[src/rtl/chan_pkt_framer.sv]
// Packet framer for the channelizer stream: header, payload words and optional trailer.
// Optional trailer word enabled by defining CHAN_PKT_FRAMER_TRAILER_EN.
module chan_pkt_framer #(
    parameter logic [7:0] SYNC_BYTE = 8'hA5,
    parameter int         CNT_WIDTH = 16
) (
    input  logic                 clk,
    input  logic                 aresetn,
    input  logic                 s_axis_tvalid,
    output logic                 s_axis_tready,
    input  logic [31:0]          s_axis_tdata,
    input  logic [15:0]          s_axis_tuser,
    input  logic                 s_axis_tlast,
    input  logic [CNT_WIDTH-1:0] max_len,
    output logic                 m_axis_tvalid,
    input  logic                 m_axis_tready,
    output logic [31:0]          m_axis_tdata,
    output logic                 m_axis_tlast,
    output logic [7:0]           trunc_count
);

    typedef enum logic [1:0] {
        IDLE    = 2'd0,
        PAYLOAD = 2'd1,
`ifdef CHAN_PKT_FRAMER_TRAILER_EN
        TRAILER = 2'd3,
`endif
        DISCARD = 2'd2
    } state_t;

    localparam logic [CNT_WIDTH-1:0] CNT_ONE = {{(CNT_WIDTH-1){1'b0}}, 1'b1};

    state_t               state_q, state_d;
    logic [7:0]           seq_q, seq_d;
    logic [CNT_WIDTH-1:0] cnt_q, cnt_d;
    logic [CNT_WIDTH-1:0] max_len_q, max_len_d;
    logic [7:0]           trunc_cnt_q, trunc_cnt_d;
    logic                 out_valid_q, out_valid_d;
    logic [31:0]          out_data_q, out_data_d;
    logic                 out_last_q, out_last_d;
`ifdef CHAN_PKT_FRAMER_TRAILER_EN
    logic                 trunc_q, trunc_d;
`endif

    logic                 out_free;
    logic [CNT_WIDTH-1:0] cnt_inc;
    logic [CNT_WIDTH-1:0] limit;
    logic                 at_limit;

    assign out_free = !out_valid_q || m_axis_tready;
    assign cnt_inc  = cnt_q + CNT_ONE;
    // An unlimited packet is capped at the largest count the counter can hold.
    assign limit    = (max_len_q == '0) ? '1 : max_len_q;
    assign at_limit = (cnt_inc == limit);

    assign m_axis_tvalid = out_valid_q;
    assign m_axis_tdata  = out_data_q;
    assign m_axis_tlast  = out_last_q;
    assign trunc_count   = trunc_cnt_q;

    // NOTE: every variable gets its hold value first so no path leaves it unassigned (no latch).
    always_comb begin
        state_d       = state_q;
        seq_d         = seq_q;
        cnt_d         = cnt_q;
        max_len_d     = max_len_q;
        trunc_cnt_d   = trunc_cnt_q;
        out_valid_d   = out_valid_q && !m_axis_tready;
        out_data_d    = out_data_q;
        out_last_d    = out_last_q;
        s_axis_tready = 1'b0;
`ifdef CHAN_PKT_FRAMER_TRAILER_EN
        trunc_d       = trunc_q;
`endif

        unique case (state_q)
            IDLE: begin
                if (s_axis_tvalid && out_free) begin
                    out_valid_d = 1'b1;
                    out_data_d  = {SYNC_BYTE, seq_q, s_axis_tuser};
                    out_last_d  = 1'b0;
                    seq_d       = seq_q + 8'd1;
                    max_len_d   = max_len;
                    cnt_d       = '0;
`ifdef CHAN_PKT_FRAMER_TRAILER_EN
                    trunc_d     = 1'b0;
`endif
                    state_d     = PAYLOAD;
                end
            end

            PAYLOAD: begin
                s_axis_tready = out_free;
                if (s_axis_tvalid && out_free) begin
                    out_valid_d = 1'b1;
                    out_data_d  = s_axis_tdata;
                    cnt_d       = cnt_inc;
`ifdef CHAN_PKT_FRAMER_TRAILER_EN
                    out_last_d  = 1'b0;
                    if (s_axis_tlast) begin
                        state_d = TRAILER;
                    end else if (at_limit) begin
                        trunc_d = 1'b1;
                        if (trunc_cnt_q != 8'hFF) trunc_cnt_d = trunc_cnt_q + 8'd1;
                        state_d = TRAILER;
                    end
`else
                    out_last_d  = s_axis_tlast || at_limit;
                    if (s_axis_tlast) begin
                        state_d = IDLE;
                    end else if (at_limit) begin
                        if (trunc_cnt_q != 8'hFF) trunc_cnt_d = trunc_cnt_q + 8'd1;
                        state_d = DISCARD;
                    end
`endif
                end
            end

`ifdef CHAN_PKT_FRAMER_TRAILER_EN
            TRAILER: begin
                if (out_free) begin
                    out_valid_d = 1'b1;
                    out_data_d  = {trunc_q, 15'd0, 16'(cnt_q)};
                    out_last_d  = 1'b1;
                    state_d     = trunc_q ? DISCARD : IDLE;
                end
            end
`endif

            DISCARD: begin
                s_axis_tready = 1'b1;
                if (s_axis_tvalid && s_axis_tlast) state_d = IDLE;
            end

            default: state_d = IDLE;
        endcase
    end

    // NOTE: state registers use non-blocking assignments so all flops update together at the edge.
    always_ff @(posedge clk or negedge aresetn) begin
        if (!aresetn) begin
            state_q     <= IDLE;
            seq_q       <= '0;
            cnt_q       <= '0;
            max_len_q   <= '0;
            trunc_cnt_q <= '0;
            out_valid_q <= 1'b0;
            out_data_q  <= '0;
            out_last_q  <= 1'b0;
`ifdef CHAN_PKT_FRAMER_TRAILER_EN
            trunc_q     <= 1'b0;
`endif
        end else begin
            state_q     <= state_d;
            seq_q       <= seq_d;
            cnt_q       <= cnt_d;
            max_len_q   <= max_len_d;
            trunc_cnt_q <= trunc_cnt_d;
            out_valid_q <= out_valid_d;
            out_data_q  <= out_data_d;
            out_last_q  <= out_last_d;
`ifdef CHAN_PKT_FRAMER_TRAILER_EN
            trunc_q     <= trunc_d;
`endif
        end
    end

endmodule

[config.mk]
export PLATFORM = sky130hd
export DESIGN_NAME = chan_pkt_framer
export DESIGN_NICKNAME = d
export VERILOG_FILES = /design/src/rtl/chan_pkt_framer.sv
export SDC_FILE = /design/constraint.sdc
export NUM_CORES = 1
export LEC_CHECK = 0
export CAP_MARGIN = 20
export CORE_MARGIN = 2
export CORE_UTILIZATION = 46
export CTS_BUF_LIST = sky130_fd_sc_hd__clkbuf_8
export CTS_CLUSTER_SIZE = 20
export DETAILED_ROUTE_END_ITERATION = 8
export GPL_ROUTABILITY_DRIVEN = 0
export PLACE_DENSITY = 0.84
export SLEW_MARGIN = 0
export SYNTH_ARGS = -nofsm -noshare
export SYNTH_HDL_FRONTEND = slang
export SYNTH_SLANG_ARGS = --single-unit
[constraint.sdc]
create_clock -name clk -period 2.9 [get_ports clk]
set_clock_uncertainty 0.15 [all_clocks]
set_input_delay 0.435 -clock clk [delete_from_list [all_inputs] [get_ports clk]]
set_output_delay 0.435 -clock clk [all_outputs]
set_load 0.05 [all_outputs]
Word-level counts from Yosys, hierarchy flattened
Cells that the tools add are included.

Bits in registers: 84. Bits in latches: 0. Bits in writable memories: 0. Memory bits (read-only): 0. Input port bits: 69. Logic and storage cells: 54. Memories: 0.

Add/subtract/negate cells: 3. Multipliers: 0. Div/mod/pow operators: 0. Order comparisons: 0. Eq/ne operators: 8. Shifts and indexed selects: 0. Mux-type cells: 19. Bitwise gates (word level): 1. Reductions and logical operators: 15.

Operator list (count): $mux W32 (2); $pmux W32 S2 (1); $mux W16 (3); $pmux W16 S2 (1); $add A16 B1 Y16 const B (1); $add A8 B1 Y8 const B (2); $eq A16 B16 Y1 (1); $logic_not A16 Y1 (1); $mux W2 (5); $ne A8 B8 Y1 const B (1); $ne A2 B2 Y1 const B (3); $pmux W2 S3 (1); $reduce_and A5 Y1 (1); $mux W1 (4); $pmux W1 S2 (2); $reduce_and A4 Y1 (1); $logic_and A1 B1 Y1 (3); $ne A3 B3 Y1 const B (1); $reduce_and A3 Y1 (1); $eq A2 B1 Y1 const B (1); $eq A2 B2 Y1 const B (1); $logic_not A1 Y1 (2); $logic_not A2 Y1 (1); $logic_or A1 B1 Y1 (2); other kinds (4) (4).

Depth between registers and ports, before layout
Depth after elaboration: 7. Gate-level depth with buffers: 11.

Least setup slack after synthesis
Ideal clock, no wire load.

Kind: register to register. Start point: reg cnt_q[0]. End point: reg trunc_cnt_q[1], in the netlist trunc_count[1]. Setup time: 128 ps. Arrival time: 2824 ps. Path slack: -202 ps. Cell stages (with the launch flop): 10. Buffers on the path: 0. Clock period less this slack: 3102 ps. Cells stage by stage: dfrtp_1 > ha_1 > nand3_2 > or4_4 > xor2_1 > mux2i_1 > o32a_1 > or4b_4 > nor3_2 > mux2_1.

Cells in the longest elaborated chain, start to end: 3.

Ends and longest elaborated chain: from (decl) (line 35) `logic [CNT_WIDTH-1:0] cnt_q, cnt_d;`; from (signal assigned) (line 156) `cnt_q <= cnt_d;`; $add A16 B1 Y16 (line 51) `assign cnt_inc = cnt_q + CNT_ONE;`; $eq A16 B16 Y1 (line 54) `assign at_limit = (cnt_inc == limit);`; $reduce_and A5 Y1 (no source line); to (signal assigned) (line 158) `trunc_cnt_q <= trunc_cnt_d;`; to (decl) (line 37) `logic [7:0] trunc_cnt_q, trunc_cnt_d;`.

Every way passes these cells. A chain may end at the register's enable or synchronous reset.

Worst setup path in the final report
Start point: reg cnt_q[4]. End point: reg trunc_cnt_q[4], in the netlist trunc_count[4].

The elaborated chain is that of the path after synthesis.

==> results by group <==
Global route
  – All-layer global routing usage: 0.252
  – Initial antenna violation count: 0
  – Grt total ovfl: 0
  – Largest net degree at the start of global routing: 62
  – First-pass GRT wire length: 20.4 mm
  – Number of global-route vias before repair: 4199

Clocking
  – CTS sink cnt: 84
  – Root Buffer Master: clkbuf_8
  – Number of CTS-inserted buffers: 9
  – Hold-fix buffers, CTS: 0
  – H-tree depth: 3
  – Max clock buf depth: 2
  – CTS clock-pin slew for the worst setup and hold paths: 90 ps
  – CTS tree: built
  – Clk Latency, worst-skew pair: 360 ps

Critical path
  – Worst path top cell family by delay: simple AND/OR/NAND/NOR gates
  – Number of cells on the critical path: 8
  – CP max stage cell: or4b_4
  – Critical path cell sequence: nand4_2 -> or3_1 -> a211o_1 -> a22oi_1 -> or4b_4 -> buf_12 -> nor4_2 -> xor2_1
  – Critical Path Source: cnt_q[4]$_DFFE_PN0P_
  – Critical Path RT: 3030 ps
  – Reg-to-reg setup timing slack: -160 ps
  – Crit path to: trunc_count[4]$_DFFE_PN0P_
  – FF-to-FF Start: cnt_q[4]$_DFFE_PN0P_
  – Worst Setup Path Type: reg2reg
  – Buffers & Inverters on Critical Path: 1
  – WP data arrival: 3190 ps
  – Crit-path max FO: 7
  – Reg2reg end: trunc_count[4]$_DFFE_PN0P_
  – Critical Path End Type: flop
  – Startpoint Class: flop
  – CP max stage delay: 560 ps
  – Worst reg2reg path depth: 8

Timing
  – Worst rel slew slack: 0.471
  – Slew Limit Fails: 0
  – Final Hold Fails: 6
  – Tmin final: 3060 ps
  – Setup slack after layout: -159 ps
  – Endpoints failing setup: 9
  – Fin crit share: 1.05
  – Setup_tns: -859 ps
  – Worst Hold Slack: -6.24 ps
  – Fmax: 327 MHz
  – Worst-margin pin slew: 793 ps
  – RSZ-0062 raised after global routing: true

Route
  – Drt pass-1 iters: 5
  – DR WL/cell: 16.2 µm
  – Vias per cell: 5.45
  – Initial drt markers: 188
  – Remaining DRCs: 0
  – Vias: 4178
  – DRT antenna net count: 0
  – Final WL: 12.4 mm

Final layout
  – Layout cells sized above 1: 0.175
  – Finished Cell Area: 6470 µm²
  – Nets: 704
  – Final Util: 0.674
  – Area grow syn2layout: 44.3%
  – # diodes: 0

Logic synthesis
  – Mapped Cells: 469
  – Sequential area share after synthesis: 0.469
  – Mapped cell area: 4480 µm²
  – Syn Area/Cell: 9.56 µm²
  – Post-synth EDFFs: 0
  – Ys flop type: dfrtp_1
  – Synth async-reset ratio: 1.00
  – Synth cell types: 58
  – Synth warn: 0
  – #FFs+latches synth: 84
  – Mapped Nets: 544

Floorplanning
  – Core area: 9590 µm²
  – Std cell rows: 36
  – Starting Density: 0.467
  – Die W: 103 µm
  – Die area: 10600 µm²
  – Io pins: 112
  – Die Height: 103 µm

Power and ir drop
  – Internal power: 0.00313 W
  – Combinational power share: 0.545
  – Power share of the clock group: 0.141
  – Sw Share: 0.453
  – Switch Pwr: 0.00260 W
  – Reg power frac: 0.315
  – Leak pwr: 2.87 nW
  – Tot Pwr: 0.00573 W
  – Pwr/cell area: 886 nW/µm²
  – VDD IR max: 425 µV

Run status
  – Status: finished, violations left
  – Violated checks: negative hold slack, negative setup slack

Placed design
  – Port Buf Inserts: 111
  – Dpl hpwl: 9.05 mm
  – Placement Cell Area: 6220 µm²
  – Pre-CTS setup slack: -144 ps

Run
  – Total of max-cap violations: 0

Worst hold path
  – Worst hold path type: in2async
area by class of cell:
cell class                      count  area [µm²]
Fill cell                         737        3120
Multi-Input combinational cell    354        2350
Sequential cell                    84        2100
Timing Repair Buffer              175        1640
Tap cell                          133         166
Clock buffer                       10         138
Clock inverter                      6        47.5
Inverter                            5        18.8
cells in the mapped netlist (all sizes together), types with 2 or more instances:
| library cell | number | share of area |
|---|---|---|
| xnor3 | 3 | 0.015 |
| nor2 | 15 | 0.013 |
| o22a | 4 | 0.0078 |
| nor4 | 11 | 0.022 |
| nand2b | 4 | 0.0056 |
| nand3 | 11 | 0.016 |
| a21boi | 5 | 0.0084 |
| a31oi | 2 | 0.0028 |
| and3 | 3 | 0.0042 |
| or4 | 4 | 0.0084 |
| nand4b | 2 | 0.0039 |
| mux2i | 26 | 0.058 |
| nor3 | 10 | 0.015 |
| xor2 | 16 | 0.031 |
| ha | 6 | 0.017 |
| buf | 7 | 0.0092 |
| nor2b | 2 | 0.0028 |
| nand4 | 8 | 0.016 |
| clkbuf | 19 | 0.016 |
| o32a | 3 | 0.0067 |
| nand2 | 113 | 0.095 |
| a21oi | 3 | 0.0033 |
| inv | 5 | 0.0042 |
| or3 | 3 | 0.0042 |
| o22ai | 2 | 0.0028 |
| a22o | 6 | 0.012 |
| a211oi | 2 | 0.0033 |
| o21ai | 55 | 0.061 |
| dfrtp | 84 | 0.47 |
| o31ai | 4 | 0.0067 |
| and2 | 4 | 0.0056 |
| xnor2 | 13 | 0.025 |
sequential cells by signal, indices dropped and copies added, names as in the netlist:
name           cells
cnt_q             16
m_axis_tdata      32
m_axis_tlast       1
m_axis_tvalid      1
max_len_q         16
seq_q              8
state_q            2
trunc_count        8
metrics by stage:
| step | std cells | hold slack, ps |
|---|---|---|
| 2_1_floorplan | 469 | -10.6 |
| 3_3_place_gp | 750 | 312 |
| 3_5_place_dp | 750 | 321 |
| 4_1_cts | 767 | 21.1 |
| 5_1_grt | 767 | 55.3 |
| 6_report | 767 | -6.24 |
kinds of logic after synthesis:
family	share of synthesized area
AND/OR/NAND/NOR	0.222
flip-flops	0.469
buffers and inverters	0.0293
AO/OA/AOI/OAI	0.130
adder cells (fa/ha/maj)	0.0167
multiplexers	0.0606
XOR/XNOR	0.0717
power by group through the flow:
stage / Sequential [W] / Combinational [W] / Clock, W
finish: 0.00180 / 0.00312 / 0.000805
global placement: 0.00180 / 0.00301 / 0
floorplan: 0.00260 / 0.00111 / 0
global route: 0.00185 / 0.00333 / 0.000860
detailed placement: 0.00182 / 0.00309 / 0
CTS: 0.00180 / 0.00313 / 0.000813
cells in the final DEF, fill, tap and decap left out, types with 3 or more instances in the layout:
master             n
clkdlybuf4s50_1  109
nand4_1            6
buf_4             61
nand2_1          113
dfrtp_1           82
xnor3_1            3
xor2_1            14
mux2i_1           26
and3_1             3
nor4_2             5
xnor2_1           13
nor2_1            14
and2_1             3
a21boi_0           3
o31ai_1            4
nor4_1             5
o22a_1             4
o21ai_0           52
nand3_1            8
buf_12             4
nand2b_1           4
a22o_1             6
inv_1              5
clkbuf_8          10
nor3_1             6
ha_1               4
or3_1              3
a21oi_1            3
worst min-delay path by stage:
stage,start,endpoint,depth (start not counted)
2_1_floorplan,aresetn,cnt_q[0]$_DFFE_PN0P_,0
3_3_place_gp,m_axis_tdata[5]$_DFFE_PN0P_,m_axis_tdata[5]$_DFFE_PN0P_,2
3_5_place_dp,m_axis_tdata[12]$_DFFE_PN0P_,m_axis_tdata[12]$_DFFE_PN0P_,2
4_1_cts,aresetn,m_axis_tdata[16]$_DFFE_PN0P_,1
5_1_grt,aresetn,m_axis_tdata[16]$_DFFE_PN0P_,1
6_report,aresetn,m_axis_tdata[16]$_DFFE_PN0P_,1
layer usage:
layer  wire [µm]  vias to the layer above  GRT usage
li1            -                     1965          -
met1        5030                     2038      0.305
met2        6460                      142      0.448
met3         643                       33     0.0407
met4         315                        0      0.104
met5           0                        -          0
timing repair:
item	in CTS	in global routing
endpoints found under the setup margin	10	11
pin swaps	5	0
resized for setup	7	5
buffers inserted	1	0
No activity file was read; power rests on OpenSTA's default activity.
